File: config.mk
export PLATFORM = sky130hd
export DESIGN_NAME = pwm_word_serializer_flat
export DESIGN_NICKNAME = d
export VERILOG_FILES = /design/src/rtl/pwm_word_serializer_if.sv /design/src/rtl/pwm_word_serializer.sv /design/src/flat_wrapper.sv
export SDC_FILE = /design/constraint.sdc
export NUM_CORES = 1
export LEC_CHECK = 0
export BUFFER_PORTS_ARGS = -buffer_cell sky130_fd_sc_hd__buf_2
export CORE_MARGIN = 2
export CORE_UTILIZATION = 30
export DETAILED_ROUTE_END_ITERATION = 7
export GPL_TIMING_DRIVEN = 1
export SLEW_MARGIN = 40
export SYNTH_ARGS = -nofsm -noshare
export SYNTH_HDL_FRONTEND = slang
export SYNTH_SLANG_ARGS = --single-unit
File: constraint.sdc
create_clock -name clock_i -period 3.85 [get_ports clock_i]
set_input_delay 0.1925 -clock clock_i [delete_from_list [all_inputs] [get_ports clock_i]]
set_output_delay 0.1925 -clock clock_i [all_outputs]
set_load 0.03 [all_outputs]
File: src/rtl/pwm_word_serializer_if.sv
// Sample handshake bundle for pwm_word_serializer.
//   data_i  : sample word (WORD_LENGTH bits), driven by the source
//   valid_i : data_i holds a sample, driven by the source
//   ready_o : serializer can take a sample, driven by the serializer
interface pwm_word_serializer_if #(
    parameter int unsigned WORD_LENGTH = 16
);
    logic [WORD_LENGTH-1:0] data_i;
    logic                   valid_i;
    logic                   ready_o;

    modport master (output data_i, output valid_i, input ready_o);
    modport slave  (input data_i, input valid_i, output ready_o);
endinterface

File: src/rtl/pwm_word_serializer.sv
// Buffered parallel-to-serial converter for the audio output path.
// Each bit of a WORD_LENGTH-bit sample is held on pwm_audio_o for
// DIV = SYSTEM_FREQUENCY / BIT_RATE clocks; one extra sample can wait in a
// holding buffer so consecutive words stream with no gap.
// Ports:
//   clock_i     : system clock, rising edge
//   reset_i     : synchronous active-high reset
//   in_if       : sample handshake (data_i, valid_i in; ready_o out)
//   pwm_audio_o : registered serial output
//   busy_o      : a word is being shifted
//   done_o      : one-cycle pulse after a word's last bit period
//   underrun_o  : sticky, a word finished with nothing queued behind it
module pwm_word_serializer #(
    parameter int unsigned WORD_LENGTH      = 16,
    parameter int unsigned SYSTEM_FREQUENCY = 100000000,
    parameter int unsigned BIT_RATE         = 1000000,
    parameter bit          MSB_FIRST        = 1'b1,
    parameter bit          IDLE_LEVEL       = 1'b0
) (
    input  logic                   clock_i,
    input  logic                   reset_i,
    pwm_word_serializer_if.slave   in_if,
    output logic                   pwm_audio_o,
    output logic                   busy_o,
    output logic                   done_o,
    output logic                   underrun_o
);

    localparam int unsigned DIV   = SYSTEM_FREQUENCY / BIT_RATE;
    localparam int unsigned BIT_W = (WORD_LENGTH > 1) ? $clog2(WORD_LENGTH) : 1;
    localparam int unsigned DIV_W = (DIV > 1) ? $clog2(DIV) : 1;

    typedef enum logic {
        IDLE  = 1'b0,
        SHIFT = 1'b1
    } state_e;

    state_e                 state_q, state_d;
    logic [WORD_LENGTH-1:0] sreg_q, sreg_d;
    logic [WORD_LENGTH-1:0] hold_q, hold_d;
    logic                   hold_full_q, hold_full_d;
    logic [BIT_W-1:0]       bit_cnt_q, bit_cnt_d;
    logic [DIV_W-1:0]       div_cnt_q, div_cnt_d;
    logic                   pwm_q, pwm_d;
    logic                   done_q, done_d;
    logic                   underrun_q, underrun_d;

    logic                   accept_c;
    logic                   div_last_c;
    logic                   bit_last_c;
    logic [WORD_LENGTH-1:0] sreg_shift_c;

    // Bit that goes on the line first for a freshly loaded word.
    function automatic logic first_bit(input logic [WORD_LENGTH-1:0] w);
        return MSB_FIRST ? w[WORD_LENGTH-1] : w[0];
    endfunction

    // Advance the shift register by one bit in the configured direction.
    function automatic logic [WORD_LENGTH-1:0] shift_word(input logic [WORD_LENGTH-1:0] w);
        return MSB_FIRST ? {w[WORD_LENGTH-2:0], 1'b0} : {1'b0, w[WORD_LENGTH-1:1]};
    endfunction

    assign in_if.ready_o = !reset_i && !hold_full_q;
    assign accept_c      = in_if.valid_i && in_if.ready_o;
    assign div_last_c    = (div_cnt_q == DIV_W'(DIV - 1));
    assign bit_last_c    = (bit_cnt_q == BIT_W'(WORD_LENGTH - 1));

    assign pwm_audio_o = pwm_q;
    assign busy_o      = (state_q == SHIFT);
    assign done_o      = done_q;
    assign underrun_o  = underrun_q;

    // Next-state and output logic.
    always_comb begin
        state_d      = state_q;
        sreg_d       = sreg_q;
        hold_d       = hold_q;
        hold_full_d  = hold_full_q;
        bit_cnt_d    = bit_cnt_q;
        div_cnt_d    = div_cnt_q;
        pwm_d        = pwm_q;
        done_d       = 1'b0;
        underrun_d   = underrun_q;
        sreg_shift_c = shift_word(sreg_q);

        case (state_q)
            IDLE: begin
                pwm_d = IDLE_LEVEL;
                // Empty pipeline: bypass the holding buffer.
                if (accept_c) begin
                    sreg_d    = in_if.data_i;
                    bit_cnt_d = '0;
                    div_cnt_d = '0;
                    pwm_d     = first_bit(in_if.data_i);
                    state_d   = SHIFT;
                end
            end
            SHIFT: begin
                if (!div_last_c) begin
                    div_cnt_d = div_cnt_q + DIV_W'(1);
                end else begin
                    div_cnt_d = '0;
                    if (!bit_last_c) begin
                        bit_cnt_d = bit_cnt_q + BIT_W'(1);
                        sreg_d    = sreg_shift_c;
                        pwm_d     = first_bit(sreg_shift_c);
                    end else begin
                        // Word boundary: chain the next word without a gap if one exists.
                        done_d    = 1'b1;
                        bit_cnt_d = '0;
                        if (hold_full_q) begin
                            sreg_d      = hold_q;
                            hold_full_d = 1'b0;
                            pwm_d       = first_bit(hold_q);
                        end else if (accept_c) begin
                            sreg_d = in_if.data_i;
                            pwm_d  = first_bit(in_if.data_i);
                        end else begin
                            state_d    = IDLE;
                            pwm_d      = IDLE_LEVEL;
                            underrun_d = 1'b1;
                        end
                    end
                end
                // Words arriving mid-word wait in the holding buffer; a word
                // arriving on the boundary edge was loaded straight into sreg.
                if (accept_c && !(div_last_c && bit_last_c)) begin
                    hold_d      = in_if.data_i;
                    hold_full_d = 1'b1;
                end
            end
            default: begin
                state_d = IDLE;
            end
        endcase
    end

    // State register.
    always_ff @(posedge clock_i) begin
        if (reset_i) begin
            state_q     <= IDLE;
            sreg_q      <= '0;
            hold_q      <= '0;
            hold_full_q <= 1'b0;
            bit_cnt_q   <= '0;
            div_cnt_q   <= '0;
            pwm_q       <= IDLE_LEVEL;
            done_q      <= 1'b0;
            underrun_q  <= 1'b0;
        end else begin
            state_q     <= state_d;
            sreg_q      <= sreg_d;
            hold_q      <= hold_d;
            hold_full_q <= hold_full_d;
            bit_cnt_q   <= bit_cnt_d;
            div_cnt_q   <= div_cnt_d;
            pwm_q       <= pwm_d;
            done_q      <= done_d;
            underrun_q  <= underrun_d;
        end
    end

endmodule

File: src/flat_wrapper.sv
// flat-port wrapper written by rule: the top's interface ports become plain ports
module pwm_word_serializer_flat 
#(
    parameter int unsigned WORD_LENGTH      = 16,
    parameter int unsigned SYSTEM_FREQUENCY = 100000000,
    parameter int unsigned BIT_RATE         = 1000000,
    parameter bit          MSB_FIRST        = 1'b1,
    parameter bit          IDLE_LEVEL       = 1'b0
)
  (clock_i, reset_i, pwm_audio_o, busy_o, done_o, underrun_o, in_if_data_i, in_if_valid_i, in_if_ready_o);
  pwm_word_serializer_if #(.WORD_LENGTH(WORD_LENGTH)) in_if_i ();
  input  logic clock_i;
  input  logic reset_i;
  output logic pwm_audio_o;
  output logic busy_o;
  output logic done_o;
  output logic underrun_o;
  input wire logic [$bits(in_if_i.data_i)-1:0] in_if_data_i;
  input wire logic [$bits(in_if_i.valid_i)-1:0] in_if_valid_i;
  output wire logic [$bits(in_if_i.ready_o)-1:0] in_if_ready_o;
  assign in_if_i.data_i = in_if_data_i;
  assign in_if_i.valid_i = in_if_valid_i;
  assign in_if_ready_o = in_if_i.ready_o;
  pwm_word_serializer #(.WORD_LENGTH(WORD_LENGTH), .SYSTEM_FREQUENCY(SYSTEM_FREQUENCY), .BIT_RATE(BIT_RATE), .MSB_FIRST(MSB_FIRST), .IDLE_LEVEL(IDLE_LEVEL)) u_core (.clock_i(clock_i), .reset_i(reset_i), .in_if(in_if_i), .pwm_audio_o(pwm_audio_o), .busy_o(busy_o), .done_o(done_o), .underrun_o(underrun_o));
endmodule
# [Word-level counts from Yosys, hierarchy flattened]
# Index checks and enable logic that the tools add are counted.
[classes] n_addsub=2 multipliers=0 div_mod_pow=0 order_cmp=0 eq_ne=4 shift=0 mux=26 bitwise_logic=4 n_reduce_logical=14
[ops] op="$mux 16" count=4
[ops] op="$pmux 16 s2" count=1
[ops] op="$mux 7" count=2
[ops] op="$pmux 7 s2" count=1
[ops] op="$mux 1" count=12
[ops] op="$mux 4" count=3
[ops] op="$pmux 4 s2" count=1
[ops] op="$add 7x1->7 const B" count=1
[ops] op="$eq 7x7->1 const B" count=1
[ops] op="$reduce_and 5->1" count=1
[ops] op="$add 4x1->4 const B" count=1
[ops] op="$eq 4x4->1 const B" count=1
[ops] op="$logic_and 1x1->1" count=4
[ops] op="$not 1->1" count=4
[ops] op="$pmux 1 s2" count=2
[ops] op="$reduce_and 2->1" count=2
[ops] op="$reduce_bool 2->1" count=2
[ops] op="$logic_not 1->1" count=3
[ops] op="$reduce_and 3->1" count=1
[ops] op="$reduce_or 3->1" count=1
[ops] op="$ne 2x1->1 const B" count=1
[ops] op="$ne 2x2->1 const B" count=1
[word_totals] regBits=48 latchBits=0 ramBits=0 romBits=0 in_bits=19 output_inout_bits=5 mem_count=0

# [Longest topological paths before layout]
[logic_depth] word_depth=8 ltp_mapped=7 ltp_nobuf=5

# [Worst setup path after synthesis]
# Ideal clock, no wire load.
[synth_path] path_type="register -> register" startpoint="register u_core.hold_full_q" endpoint="register u_core.hold_q[1]" setup_ns=0.138 t_arrival_ns=1.633 setup_slack_ns=2.079 path_stages_with_launch=8 n_path_buf=3 period_less_slack_ns=1.771 path_cell_list="dfxtp_1 buf_6 or3b_1 buf_6 a311o_1 buf_2 nand2_1 a21oi_2"
[synth_via] elab_chain_cells=5
[synth_rtl] item="start: declaration" line="pwm_word_serializer.sv:41" rtl="logic hold_full_q, hold_full_d;"
[synth_rtl] item="start signal: assignment" line="pwm_word_serializer.sv:154" rtl="hold_full_q <= hold_full_d;"
[synth_rtl] item="$logic_not 1->1" line="pwm_word_serializer.sv:63" rtl="assign in_if.ready_o = !reset_i && !hold_full_q;"
[synth_rtl] item="$logic_and 1x1->1" line="pwm_word_serializer.sv:63"
[synth_rtl] item="$logic_and 1x1->1" line="pwm_word_serializer.sv:64" rtl="assign accept_c = in_if.valid_i && in_if.ready_o;"
[synth_rtl] item="$logic_and 1x1->1" line="pwm_word_serializer.sv:127" rtl="if (accept_c && !(div_last_c && bit_last_c)) begin"
[synth_rtl] item="$reduce_and 2->1 (no source line)"
[synth_rtl] item="end signal: assignment" line="pwm_word_serializer.sv:153" rtl="hold_q <= hold_d;"
[synth_rtl] item="end: declaration" line="pwm_word_serializer.sv:40" rtl="logic [WORD_LENGTH-1:0] hold_q, hold_d;"
# Every way passes these cells.
# A chain may end at the register's enable or synchronous reset.

# [Worst setup path in the final report]
[layout_path] startpoint="register u_core.div_cnt_q[0]" endpoint="register u_core.hold_q[3]"
[layout_via] elab_chain_cells=5
[layout_rtl] item="start: declaration" line="pwm_word_serializer.sv:43" rtl="logic [DIV_W-1:0] div_cnt_q, div_cnt_d;"
[layout_rtl] item="start signal: assignment" line="pwm_word_serializer.sv:156" rtl="div_cnt_q <= div_cnt_d;"
[layout_rtl] item="$eq 7x7->1" line="pwm_word_serializer.sv:65" rtl="assign div_last_c = (div_cnt_q == DIV_W'(DIV - 1));"
[layout_rtl] item="$logic_and 1x1->1" line="pwm_word_serializer.sv:127"
[layout_rtl] item="$logic_not 1->1" line="pwm_word_serializer.sv:127"
[layout_rtl] item="$logic_and 1x1->1" line="pwm_word_serializer.sv:127"
[layout_rtl] item="$reduce_and 2->1 (no source line)"
# Every way passes these cells.

==> out/qor.yml <==
synth_cells: 312
cp_slowest_cell: "a311o_1"
rrSetupSlack_ns: 1.78
post_cts_buffers: 0
synthFlopType: "dfxtp_1"
io_buffers: 23
overflow: 0
drc_errors: 0
pre_cts_ws_ns: 1.75
synth_simple_gate_area_share_pct: 21.6
finalSetupTns_ns: 0
htreeDepth: 2
start_kind: "register"
clkTransAtPathRegs_ns: 0.09
path_cells: "ha_1, nor2b_1, a311o_1, nand2_1, a21oi_2"
grt_pass1_wl_um: 10600
end_kind: "register"
async_reset_ff_share_pct: 0
min_from: "in_if_data_i[3]"
clock-sinks: 47
drt-vias-per-instance: 5.30
dp_hpwl_um: 4030
crit_required_ns: 4.09
final_max_slew_viol_count: 0
postPlaceCellArea_mm2: 0.00272
slew_headroom_pct: 55.4
arrival_ns: 2.31
yosys-mux-area-fraction_pct: 7.18
vias: 2312
hold_end: "u_core.hold_q[3]"
drtIter0Drc: 152
yosys_warnings: 0
fin_area_mm2: 0.00286
die_h_um: 95.8
hold_class: "primary input to register"
synth_edf_count: 0
cts_resized: 0
synth_area_leaders: "dfxtp_1 (37%), nand2_1 (9.7%), mux2i_1 (6.7%)"
grt_max_degree: 51
worstRegToRegCells: 5
cp_max_fo: 16
pin_count: 24
period_share_pct: 53.8
synthAdderAreaFrac_pct: 0.990
synth_compound_area_share_pct: 26.2
layout_min_cycle_time_ns: 2.07
final_nets: 351
layout_setup_ws_ns: 1.78
areaGrowthSynthToFinish_pct: 13.3
p_total_uw: 1090
die_w_um: 95.8
hold-path-cell-count: 3
layout-drive-gt1-share_pct: 16.3
clk_path_buf_depth: 2
p_leak_uw: 0.00105
start_util_pct: 30.9
ys_types: 40
synth_nets: 333
maxCapViolCount: 0
cp_slowest_stage_delay_ns: 0.68
netlist.area_leader.share_pct: 37.2
core_area_mm2: 0.00818
cts_tree: "yes"
synth_top_area_cell: "dfxtp_1"
row_count: 33
wl_um: 6290
yosysSeqAreaShare_pct: 37.2
max_freq_ghz: 0.483
gp_congestion: 0.761
critical_path_class: "register to register"
rsz0062_at_grt: "false"
r2r_start: "u_core.div_cnt_q[0]"
finClkSkew_ns: 0.00919
r2r_end: "u_core.hold_q[3]"
final_hold_viol_count: 0
grt_pass1_vias: 2123
synth_xor_area_share_pct: 0
power.density_mw_per_mm2: 382
grt_use_total_pct: 14.8
postCtsHoldBufs: 0
syn_area_mm2: 0.00253
ys_ff_latch: 47
dieArea_mm2: 0.00917
wl_per_cell_um: 14.4
synth_area_per_cell_um2: 8.10
outcome: "finished, final reports clean"
worstMarginPinSlew_ns: 0.669
clk_latency_ns: 0.30
antenna_left: 0
first_pass_iters: 4
ctsRootBufferMaster: "clkbuf_8"
synth_top_family_by_area: "compound AO/OA/AOI/OAI gates"
setup_viol: 0
irDropWorstVdd_uv: 149
antenna_found_initial: 0
num_antenna_cells: 0
cts_inserted_buffers: 5
-- cell usage after synthesis, drive strengths merged, types with 3 or more instances --
cell type / count
a21oi: 23
a221o: 14
a311oi: 3
a31oi: 5
and3: 5
buf: 9
clkbuf: 11
dfxtp: 47
inv: 18
mux2i: 17
nand2: 65
nand3: 5
nand3b: 6
nor2: 29
o21ai: 18
o2bb2ai: 14
-- final cells by class --
class,instances,area (um2)
Clock buffer,6,72.6
Clock inverter,2,60.1
Fill cell,847,5310
Inverter,18,67.6
Multi-Input combinational cell,227,1420
Sequential cell,47,941
Tap cell,105,131
Timing Repair Buffer,31,175
-- placed cells by master, fill, tap and decap left out, types with 13 or more instances in the layout --
master / instances
nand2_1: 65
dfxtp_1: 47
buf_2: 23
a221o_1: 14
a21oi_1: 13
mux2i_1: 17
nor2_1: 29
inv_1: 17
o21ai_0: 14
o2bb2ai_1: 14
-- per-layer routing --
metal	wire (um)	GRT usage, %	vias to the layer above
met5	0	0	-
li1	-	-	1138
met4	61	4.29	0
met3	377	2.58	4
met1	2870	20.1	1109
met2	2970	24.0	61
-- registers in the layout (all words and copies together) (netlist names) --
register            cells
u_core.sreg_q          15
u_core.busy_o           1
u_core.underrun_o       1
u_core.hold_full_q      1
u_core.div_cnt_q        7
u_core.done_o           1
u_core.bit_cnt_q        4
u_core.pwm_audio_o      1
u_core.hold_q          16
-- power breakdown --
part / leakage, uW / total [uW] / internal, uW / switching [uW]
sequential: 0.000382 / 520 / 504 / 15.4
combinational: 0.000603 / 142 / 55.8 / 85.9
clock: 0.0000654 / 433 / 260 / 173
-- critical path, delay by kind of cell (launching register included) --
| family | cells | cell delay, ns |
|---|---|---|
| adder cells (fa/ha/maj) | 1 | 0.21 |
| flip-flops | 1 | 0.38 |
| AO/OA/AOI/OAI | 2 | 0.83 |
| AND/OR/NAND/NOR | 2 | 0.59 |
-- through the flow --
step           hold WS [ns]  utilization [%]  cells
3_5_place_dp          0.449             33.3    427
2_1_floorplan         0.328                -    312
6_report              0.146             35.0    436
3_3_place_gp          0.443             33.3    427
5_1_grt               0.136             35.0    436
4_1_cts               0.139             34.9    435
-- cell families after synthesis --
| family | after synthesis |
|---|---|
| DFF | 47 |
| adders and majority gates | 2 |
| muxes | 18 |
| and+or+nand+nor | 121 |
| AOI/OAI and AO/OA | 86 |
| buffers and inverters | 38 |
-- how the worst max path moves through the flow --
stage,from,endpoint,slack (ns),cells past startpoint
final,u_core.div_cnt_q[0],u_core.hold_q[3],1.78,5
after global routing,u_core.div_cnt_q[0],u_core.hold_q[2],1.59,5
after CTS,u_core.hold_full_q,u_core.hold_q[9],1.74,4
after detailed placement,in_if_valid_i,u_core.hold_q[2],1.75,5
after global placement,in_if_valid_i,u_core.hold_q[1],1.72,5
after floorplan,u_core.hold_full_q,u_core.hold_q[1],2.08,7
No activity file was read; power rests on OpenSTA's default activity.
